$ cat src/rtl/palette_lookup_arbiter.sv
// palette_lookup_arbiter: round-robin shared 16-entry RGB palette lookup with 2-stage response pipeline.
// Optional macro TRANSPARENT_KEY_EN builds the pipelined index-0 transparency flag.
module palette_lookup_arbiter #(
   parameter int NREQ = 4,
   parameter int NPAL = 4,
   localparam int IDW = $clog2(NREQ),
   localparam int PSW = (NPAL > 1) ? $clog2(NPAL) : 1
) (
   input  logic              clk_i,
   input  logic              reset_i,
   input  logic [NREQ-1:0]   req_i,
   input  logic [NREQ*PSW-1:0] req_pal_i,
   input  logic [NREQ*4-1:0] req_idx_i,
   output logic [NREQ-1:0]   gnt_o,
   output logic              rsp_valid_o,
   output logic [IDW-1:0]    rsp_id_o,
   output logic [11:0]       rsp_rgb_o,
   output logic              rsp_transparent_o,
   input  logic              cfg_we_i,
   input  logic [PSW-1:0]    cfg_pal_i,
   input  logic [3:0]        cfg_idx_i,
   input  logic [11:0]       cfg_rgb_i
);
   // Entry 0 is the low slice; entries 7..15 are black.
   localparam logic [191:0] DFLT = {108'h0, 12'hF40, 12'hFF0, 12'h942, 12'hFFF,
                                    12'h000, 12'hF0B, 12'hF00};
   logic [IDW-1:0] ptr_q, ptr_d, gid, k;
   logic           found;
   logic           v1_q;
   logic [IDW-1:0] id1_q;
   logic [PSW-1:0] pal1_q;
   logic [3:0]     idx1_q;
   logic [11:0]    pal_q [NPAL][16];
   logic           rsp_valid_q;
   logic [IDW-1:0] rsp_id_q;
   logic [11:0]    rsp_rgb_q, rgb_d;

   always_comb begin
      found = 1'b0;
      gid   = '0;
      k     = '0;
      for (int i = 0; i < NREQ; i++) begin
         k = IDW'((int'(ptr_q) + i) % NREQ);
         if (!found && req_i[k]) begin
            found = 1'b1;
            gid   = k;
         end
      end
      gnt_o = found ? (NREQ'(1) << gid) : '0;
      ptr_d = !found ? ptr_q : (int'(gid) == NREQ - 1) ? '0 : gid + 1'b1;
      rgb_d = (int'(pal1_q) < NPAL) ? pal_q[pal1_q][idx1_q] : 12'h000;
   end

   // Stage-2 read and config write share an edge, so a colliding read sees the old colour.
   always_ff @(posedge clk_i or posedge reset_i) begin
      if (reset_i) begin
         ptr_q       <= '0;
         v1_q        <= 1'b0;
         id1_q       <= '0;
         pal1_q      <= '0;
         idx1_q      <= '0;
         rsp_valid_q <= 1'b0;
         rsp_id_q    <= '0;
         rsp_rgb_q   <= '0;
         for (int p = 0; p < NPAL; p++)
            for (int e = 0; e < 16; e++)
               pal_q[p][e] <= DFLT[e*12 +: 12];
      end else begin
         ptr_q       <= ptr_d;
         v1_q        <= found;
         id1_q       <= gid;
         pal1_q      <= req_pal_i[int'(gid)*PSW +: PSW];
         idx1_q      <= req_idx_i[int'(gid)*4 +: 4];
         rsp_valid_q <= v1_q;
         if (v1_q) begin
            rsp_id_q  <= id1_q;
            rsp_rgb_q <= rgb_d;
         end
         if (cfg_we_i && int'(cfg_pal_i) < NPAL)
            pal_q[cfg_pal_i][cfg_idx_i] <= cfg_rgb_i;
      end
   end

   assign rsp_valid_o = rsp_valid_q;
   assign rsp_id_o    = rsp_id_q;
   assign rsp_rgb_o   = rsp_rgb_q;

`ifdef TRANSPARENT_KEY_EN
   logic tr_q;
   always_ff @(posedge clk_i or posedge reset_i) begin
      if (reset_i) tr_q <= 1'b0;
      else if (v1_q) tr_q <= (idx1_q == 4'd0);
   end
   assign rsp_transparent_o = tr_q;
`else
   assign rsp_transparent_o = 1'b0;
`endif
endmodule

$ cat config.mk
export PLATFORM = sky130hd
export DESIGN_NAME = palette_lookup_arbiter
export DESIGN_NICKNAME = d
export VERILOG_FILES = /design/src/rtl/palette_lookup_arbiter.sv
export SDC_FILE = /design/constraint.sdc
export NUM_CORES = 1
export LEC_CHECK = 0
export ABC_CLOCK_PERIOD_IN_PS = 31200
export CORE_ASPECT_RATIO = 0.5
export CORE_MARGIN = 8
export CORE_UTILIZATION = 40
export DETAILED_ROUTE_END_ITERATION = 8
export HOLD_SLACK_MARGIN = 0.1
export PLACE_DENSITY = 0.64
export SLEW_MARGIN = 5
export SYNTH_ARGS = -nofsm -noshare
export SYNTH_HDL_FRONTEND = slang
export SYNTH_SLANG_ARGS = --single-unit
$ cat constraint.sdc
create_clock -name clk_i -period 31.2 [get_ports clk_i]
set_input_delay 6.24 -clock clk_i [delete_from_list [all_inputs] [get_ports clk_i]]
set_output_delay 6.24 -clock clk_i [all_outputs]
set_load 0.05 [all_outputs]
==> results of run 1 <==
## per-layer routing
layer  share of wire  track usage  vias to the layer above
met4           0.024       0.0442                        0
met2            0.47        0.275                      364
met5               0            0                        -
met3           0.048       0.0357                      139
li1                -            -                     8790
met1            0.46        0.237                    11100
## logic make-up after synthesis
| logic type | Yosys count |
|---|---|
| compound gates | 123 |
| fa+ha+maj | 4 |
| buf+inv | 232 |
| flops | 794 |
| mux | 1077 |
| other cells | 1 |
| simple gates | 166 |
## cell usage in the layout, fill, tap and decap left out, types with 18 or more instances in the layout
cell type and n:
mux2i_1 119, mux4_2 160, o22ai_1 28, nor2b_1 18, clkbuf_16 81, mux2_2 785, buf_4 51, a21oi_1 22
clkbuf_8 19, nor2_1 52, clkdlybuf4s50_1 55, nand2_1 52, dfrtp_1 631, clkbuf_1 18, dfstp_2 160, a211oi_1 18
## area by class of cell
type | count | share of cell area
Sequential cell | 794 | 0.493
Multi-Input combinational cell | 1371 | 0.381
Clock buffer | 118 | 0.0579
Tap cell | 1240 | 0.0381
Timing Repair Buffer | 119 | 0.0249
Clock inverter | 16 | 0.00470
Inverter | 6 | 0.000737
Antenna cell | 2 | 0.000123
## worst max-delay path by stage
stage | endpoint | cells after the start
floorplan | id1_q[0]$_DFF_PP0_ | 1
global placement | gnt_o[2] | 8
detailed placement | gnt_o[2] | 8
CTS | gnt_o[3] | 8
global route | gnt_o[3] | 8
finish | gnt_o[3] | 8
## registers in the layout (all words and copies together), names as in the netlist
| register | count |
|---|---|
| pal1_q | 2 |
| v1_q | 1 |
| ptr_q | 2 |
| rsp_id_o | 2 |
| idx1_q | 4 |
| rsp_valid_o | 1 |
| rsp_rgb_o | 12 |
| id1_q | 2 |
| pal_q | 768 |
## power by group through the flow
stage | Combinational (mW) | Clock (mW) | Sequential [mW]
after CTS | 0.792 | 0.972 | 1.30
final | 0.781 | 0.947 | 1.30
after global placement | 0.782 | 0 | 1.31
after detailed placement | 0.790 | 0 | 1.31
after global routing | 0.833 | 1.01 | 1.32
after floorplan | 0.595 | 0 | 1.28
## synth_stat cells (5+ instances only)
library cell    n
nand2_1        52
clkbuf_1       90
nor2_1         53
buf_2          79
nor2b_1        18
a221oi_1       11
buf_4          32
a211oi_1       18
a22oi_1        11
a21oi_1        22
mux2_4          6
mux2_2        785
buf_6           9
o21ai_1        17
mux2i_1       119
mux2_1          7
dfrtp_1       634
o22ai_1        28
dfstp_2       160
nand2b_1        9
mux4_2        160
buf_1          13
o21ai_0         5
inv_1           6
nor3_1         10
a2111oi_2       6
==> results.ini, run 1 <==
[cells_and_area]
utilization=0.448
area_growth_pct=10.8
multiInputGateArea_sq_um=15500
regArea_sq_um=20100
fin_cells=3666
finalInstanceArea_sq_um=40700
fillers=7962
drive_gt1_frac=0.541
fin_nets=2422

[power]
power_density_nw_per_um2=74.3
combPwrFrac=0.258
power_leakage_nw=18.3
clock_power_share=0.313
power_mw=3.02
swShare=0.301
intPower_mw=2.11
vdd_ir_drop_max_mv=0.0471
seqPwrFrac=0.429
switching_power_mw=0.910

[timing]
period_share=0.494
hold_slack_ns=0.483
hold_viol=0
relSlewSlack=0.136
setup_viol=0
worstMarginPinSlew_ns=1.29
rsz0062_at_grt=no
fin_ws_ns=15.80
maxSlewViolCount=0
tns_ns=0
fmax_ghz=0.0649
finClkSkew_ns=0.0278
final.min_clock_period_ns=15.40

[cts]
clkSinkCount=794
numCtsBuffers=77
cts-resized-gates=0
insertion_delay_ns=0.64
postCtsSetupBuffers=0
cts_tree=yes
cts_hold_buf=0
htreeDepth=3
cts_root_buf=clkbuf_16
clockBufferDepth=3
clkTransAtPathRegs_ns=0.06

[route]
via_count=20400
postRouteAntennaNets=0
drc_errors=0
drt_first_pass_iters=5
drt_iter0_markers=1339
routed_wl_um=88100
wl_per_cell_um=24.0
vias_per_cell=5.55

[global_route]
antenna_found_initial=4
grt_use_total=0.171
grt_pass1_vias=21400
grt_pass1_wl_um=137000
grt_max_degree=139
grt_overflow=0

[synth]
avgSynthCellArea_sq_um=15.3
syn_inst=2397
synthMuxAreaShare=0.376
synth_edf_count=0
synth_top_family_by_area=multiplexers
synth_compound_area_frac=0.0230
synth_area_sq_um=36800
synth_area_leader_cell=dfrtp_1
synth-xor-area-share=0
ys_seq_area_frac=0.546
ys_seq_elements=794
syn_nets=2450
synth_ff_type=dfrtp_1
synth_top_area_frac=0.432
synthArstFlopShare=1.00
synthAdderAreaFrac=0.00136
synth_cell_types=48
yosys-top-cells-area=dfrtp_1 43%, mux2_2 24%, dfstp_2 11%
synth-warning-count=0
synth-simple-area-share=0.0213

[setup_path]
path_max_fanout=15
cp-end-kind=primary output
critPathLaunch=req_i[0]
r2r-end=rsp_rgb_o[1]$_DFFE_PP0P_
cp_data_required_time_ns=24.96
reg2reg_from=idx1_q[0]$_DFF_PP0_
critical-path-slowest-cell=o22ai_2
cp.arrival_ns=9.16
criticalPathCategory=in2out
cp_num_buf_inv=3
crit_chain=clkdlybuf4s50_1 > a21oi_1 > o21a_1 > o22ai_2 > inv_1 > ha_1 > nor2b_1 > clkdlybuf4s50_1
reg2reg_slack_ns=26.78
critPathTopFamily=buffers and inverters
ff2ff_path_depth=7
crit_top_cell=clkdlybuf4s50_1
max_stage_delay_ns=0.80
cp-start-kind=primary input

[place]
dp_hpwl_um=53800
portBuffers=67
pre_cts_slack_ns=15.75
placed_area_sq_um=38200
place_congestion=0.805
placed_cells=3530

[die]
die_w_um=445
ioPinCount=69
core_sq_um=90900
rows=78
die_h_um=230
initial_core_util=0.405
dieArea_sq_um=102000

[status]
status=completed

[min_path]
whs_endpoint=rsp_id_o[0]$_DFFE_PP0P_
hp-class=reg2reg
min_delay_path_depth=1
hold_start=id1_q[0]$_DFF_PP0_

[job]
cap_violations=0

No activity file was read; power rests on OpenSTA's default activity.
==> run 2, diff against run 1 <==
--- a/config.mk
+++ b/config.mk
@@ -5,13 +5,13 @@
 export SDC_FILE = /design/constraint.sdc
 export NUM_CORES = 1
 export LEC_CHECK = 0
-export ABC_CLOCK_PERIOD_IN_PS = 31200
+export ABC_CLOCK_PERIOD_IN_PS = 13400
 export CORE_ASPECT_RATIO = 0.5
 export CORE_MARGIN = 8
 export CORE_UTILIZATION = 40
 export DETAILED_ROUTE_END_ITERATION = 8
 export HOLD_SLACK_MARGIN = 0.1
-export PLACE_DENSITY = 0.64
+export PLACE_DENSITY = 0.66
 export SLEW_MARGIN = 5
 export SYNTH_ARGS = -nofsm -noshare
 export SYNTH_HDL_FRONTEND = slang
==> constraint.sdc (replaced) <==
create_clock -name clk_i -period 13.4 [get_ports clk_i]
set_input_delay 2.68 -clock clk_i [delete_from_list [all_inputs] [get_ports clk_i]]
set_output_delay 2.68 -clock clk_i [all_outputs]
set_load 0.05 [all_outputs]
==> run 2 against run 1 <==
  * Clock-buffer cell count decreased by 3
  * Global-route usage barely moved
  * First-iteration DRC count is 1.2% lower
  * Final area up 0.21%
  * Register-to-register slack got worse by 18 ns
  * Sequential cell count is the same
  * Setup slack got worse by 10 ns
  * Final cell count up 0.11%
  * Non-clock buffer count decreased by 3
  * Sequential share of layout area fell by 0.11 points
  * Clock skew is 0.0085 ns lower
  * Largest cell class unchanged
==> results.ini, run 2 (synthesized netlist as in run 1, its figures left out) <==
[place]
place_congestion=0.824
placed_cells=3527
portBuffers=67
dp_hpwl_um=53900
placed_area_sq_um=38200

[die]
dieArea_sq_um=102000
initial_core_util=0.405
die_h_um=230
core_sq_um=90900
die_w_um=445
ioPinCount=69
rows=78

[cells_and_area]
largest_register_ffs=768
area_growth_pct=11.0
drive_gt1_frac=0.543
fillers=8019
utilization=0.449
final_cell_mix=785 x mux2_2, 631 x dfrtp_1, 160 x mux4_2, 160 x dfstp_2, 119 x mux2i_1
largest_register=pal_q
fin_nets=2420
fin_cells=3670
finalInstanceArea_sq_um=40800
final_common_cell=mux2_2

[timing]
fmax_ghz=0.128
hold_viol=0
setup_viol=0
final.min_clock_period_ns=7.78
maxSlewViolCount=0
hold_slack_ns=0.482
finClkSkew_ns=0.0193
relSlewSlack=0.231
rsz0062_at_grt=no
worstMarginPinSlew_ns=1.15
period_share=0.581

[setup_path]
max_stage_delay_ns=0.82
critical-path-slowest-cell=clkdlybuf4s50_1
cp_data_required_time_ns=10.72
cp.arrival_ns=5.10
criticalPathCategory=in2out
critPathLaunch=req_i[0]
crit_chain=clkdlybuf4s50_1 > a21oi_1 > o21a_1 > o22ai_2 > buf_4 > ha_1 > nor2b_1 > clkdlybuf4s50_1
cp-end-kind=primary output
path_max_fanout=15
cp-start-kind=primary input
reg2reg_from=idx1_q[2]$_DFF_PP0_
crit_top_cell=clkdlybuf4s50_1

[global_route]
grt_pass1_wl_um=137000
grt_max_degree=171
grt_overflow=0
antenna_found_initial=0
grt_pass1_vias=21600
grt_use_total=0.171

[job]
cap_violations=0

[route]
drt_iter0_markers=1323
drc_errors=0
via_count=20300
vias_per_cell=5.54
routed_wl_um=88100
wl_per_cell_um=24.0
drt_first_pass_iters=5
postRouteAntennaNets=0

[cts]
cts_hold_buf=0
postCtsSetupBuffers=0
htreeDepth=3
cts-resized-gates=0
clkTransAtPathRegs_ns=0.05
cts_root_buf=clkbuf_16
insertion_delay_ns=0.62
numCtsBuffers=78
cts_tree=yes
clockBufferDepth=3
clkSinkCount=794

[power]
power_leakage_nw=18.3
vdd_ir_drop_max_mv=0.120
power_density_nw_per_um2=174

[status]
status=completed

[min_path]
hold_start=pal_q[432]$_DFFE_PP0P_
hp-class=reg2reg

[run 2: metal layers]
| layer | global-route usage | part of all wire | vias up |
|---|---|---|---|
| met1 | 0.242 | 0.46 | 11000 |
| met5 | 0 | 0 | - |
| met3 | 0.0295 | 0.044 | 126 |
| met2 | 0.273 | 0.47 | 398 |
| li1 | - | - | 8778 |
| met4 | 0.0425 | 0.021 | 0 |
[run 2: layout make-up]
class,count,area (sq um),area share
Antenna cell,1,2.50,0.0000613
Clock buffer,115,2350,0.0575
Inverter,6,26.3,0.000644
Sequential cell,794,20100,0.492
Clock inverter,27,288,0.00705
Multi-Input combinational cell,1371,15500,0.380
Timing Repair Buffer,116,1020,0.0249
Tap cell,1240,1550,0.0380
[run 2: final timing paths]
| check | endpoint | slack, ns | cells after the start |
|---|---|---|---|
| setup / recovery | gnt_o[0] | 5.62 | 8 |
| hold / removal | pal_q[432]$_DFFE_PP0P_ | 0.48 | 1 |
| setup reg to reg | rsp_rgb_o[3]$_DFFE_PP0P_ | 9.16 | 7 |
| hold reg to reg | pal_q[432]$_DFFE_PP0P_ | 0.48 | 1 |
| max in group asynchronous | pal_q[208]$_DFFE_PP0P_ | 8.28 | 4 |
| min in group asynchronous | pal_q[315]$_DFFE_PP0P_ | 2.60 | 2 |
[run 2: worst max-delay path, delay by kind of cell]
kind            cells  cell delay [ns]
simple gates        1             0.16
buf+inv             3             1.66
compound gates      3             0.39
fa+ha+maj           1             0.21
[run 2: report_power, final]
part | leakage (nW) | switching (mW) | total (mW) | internal (mW)
clock network | 1.31 | 0.933 | 2.25 | 1.31
logic | 6.93 | 0.965 | 1.82 | 0.860
registers | 10.1 | 0.240 | 3.02 | 2.78
total | 18.3 | 2.14 | 7.09 | 4.95
[run 2: per-stage QoR]
stage / setup WS (ns) / power [mW] / TNS [ns]
after floorplan: -0.0462 / 4.37 / -29.27
after global placement: 5.68 / 4.86 / 0
after detailed placement: 5.62 / 4.90 / 0
after CTS: 5.60 / 7.16 / 0
after global routing: 5.51 / 7.40 / 0
final: 5.62 / 7.09 / 0
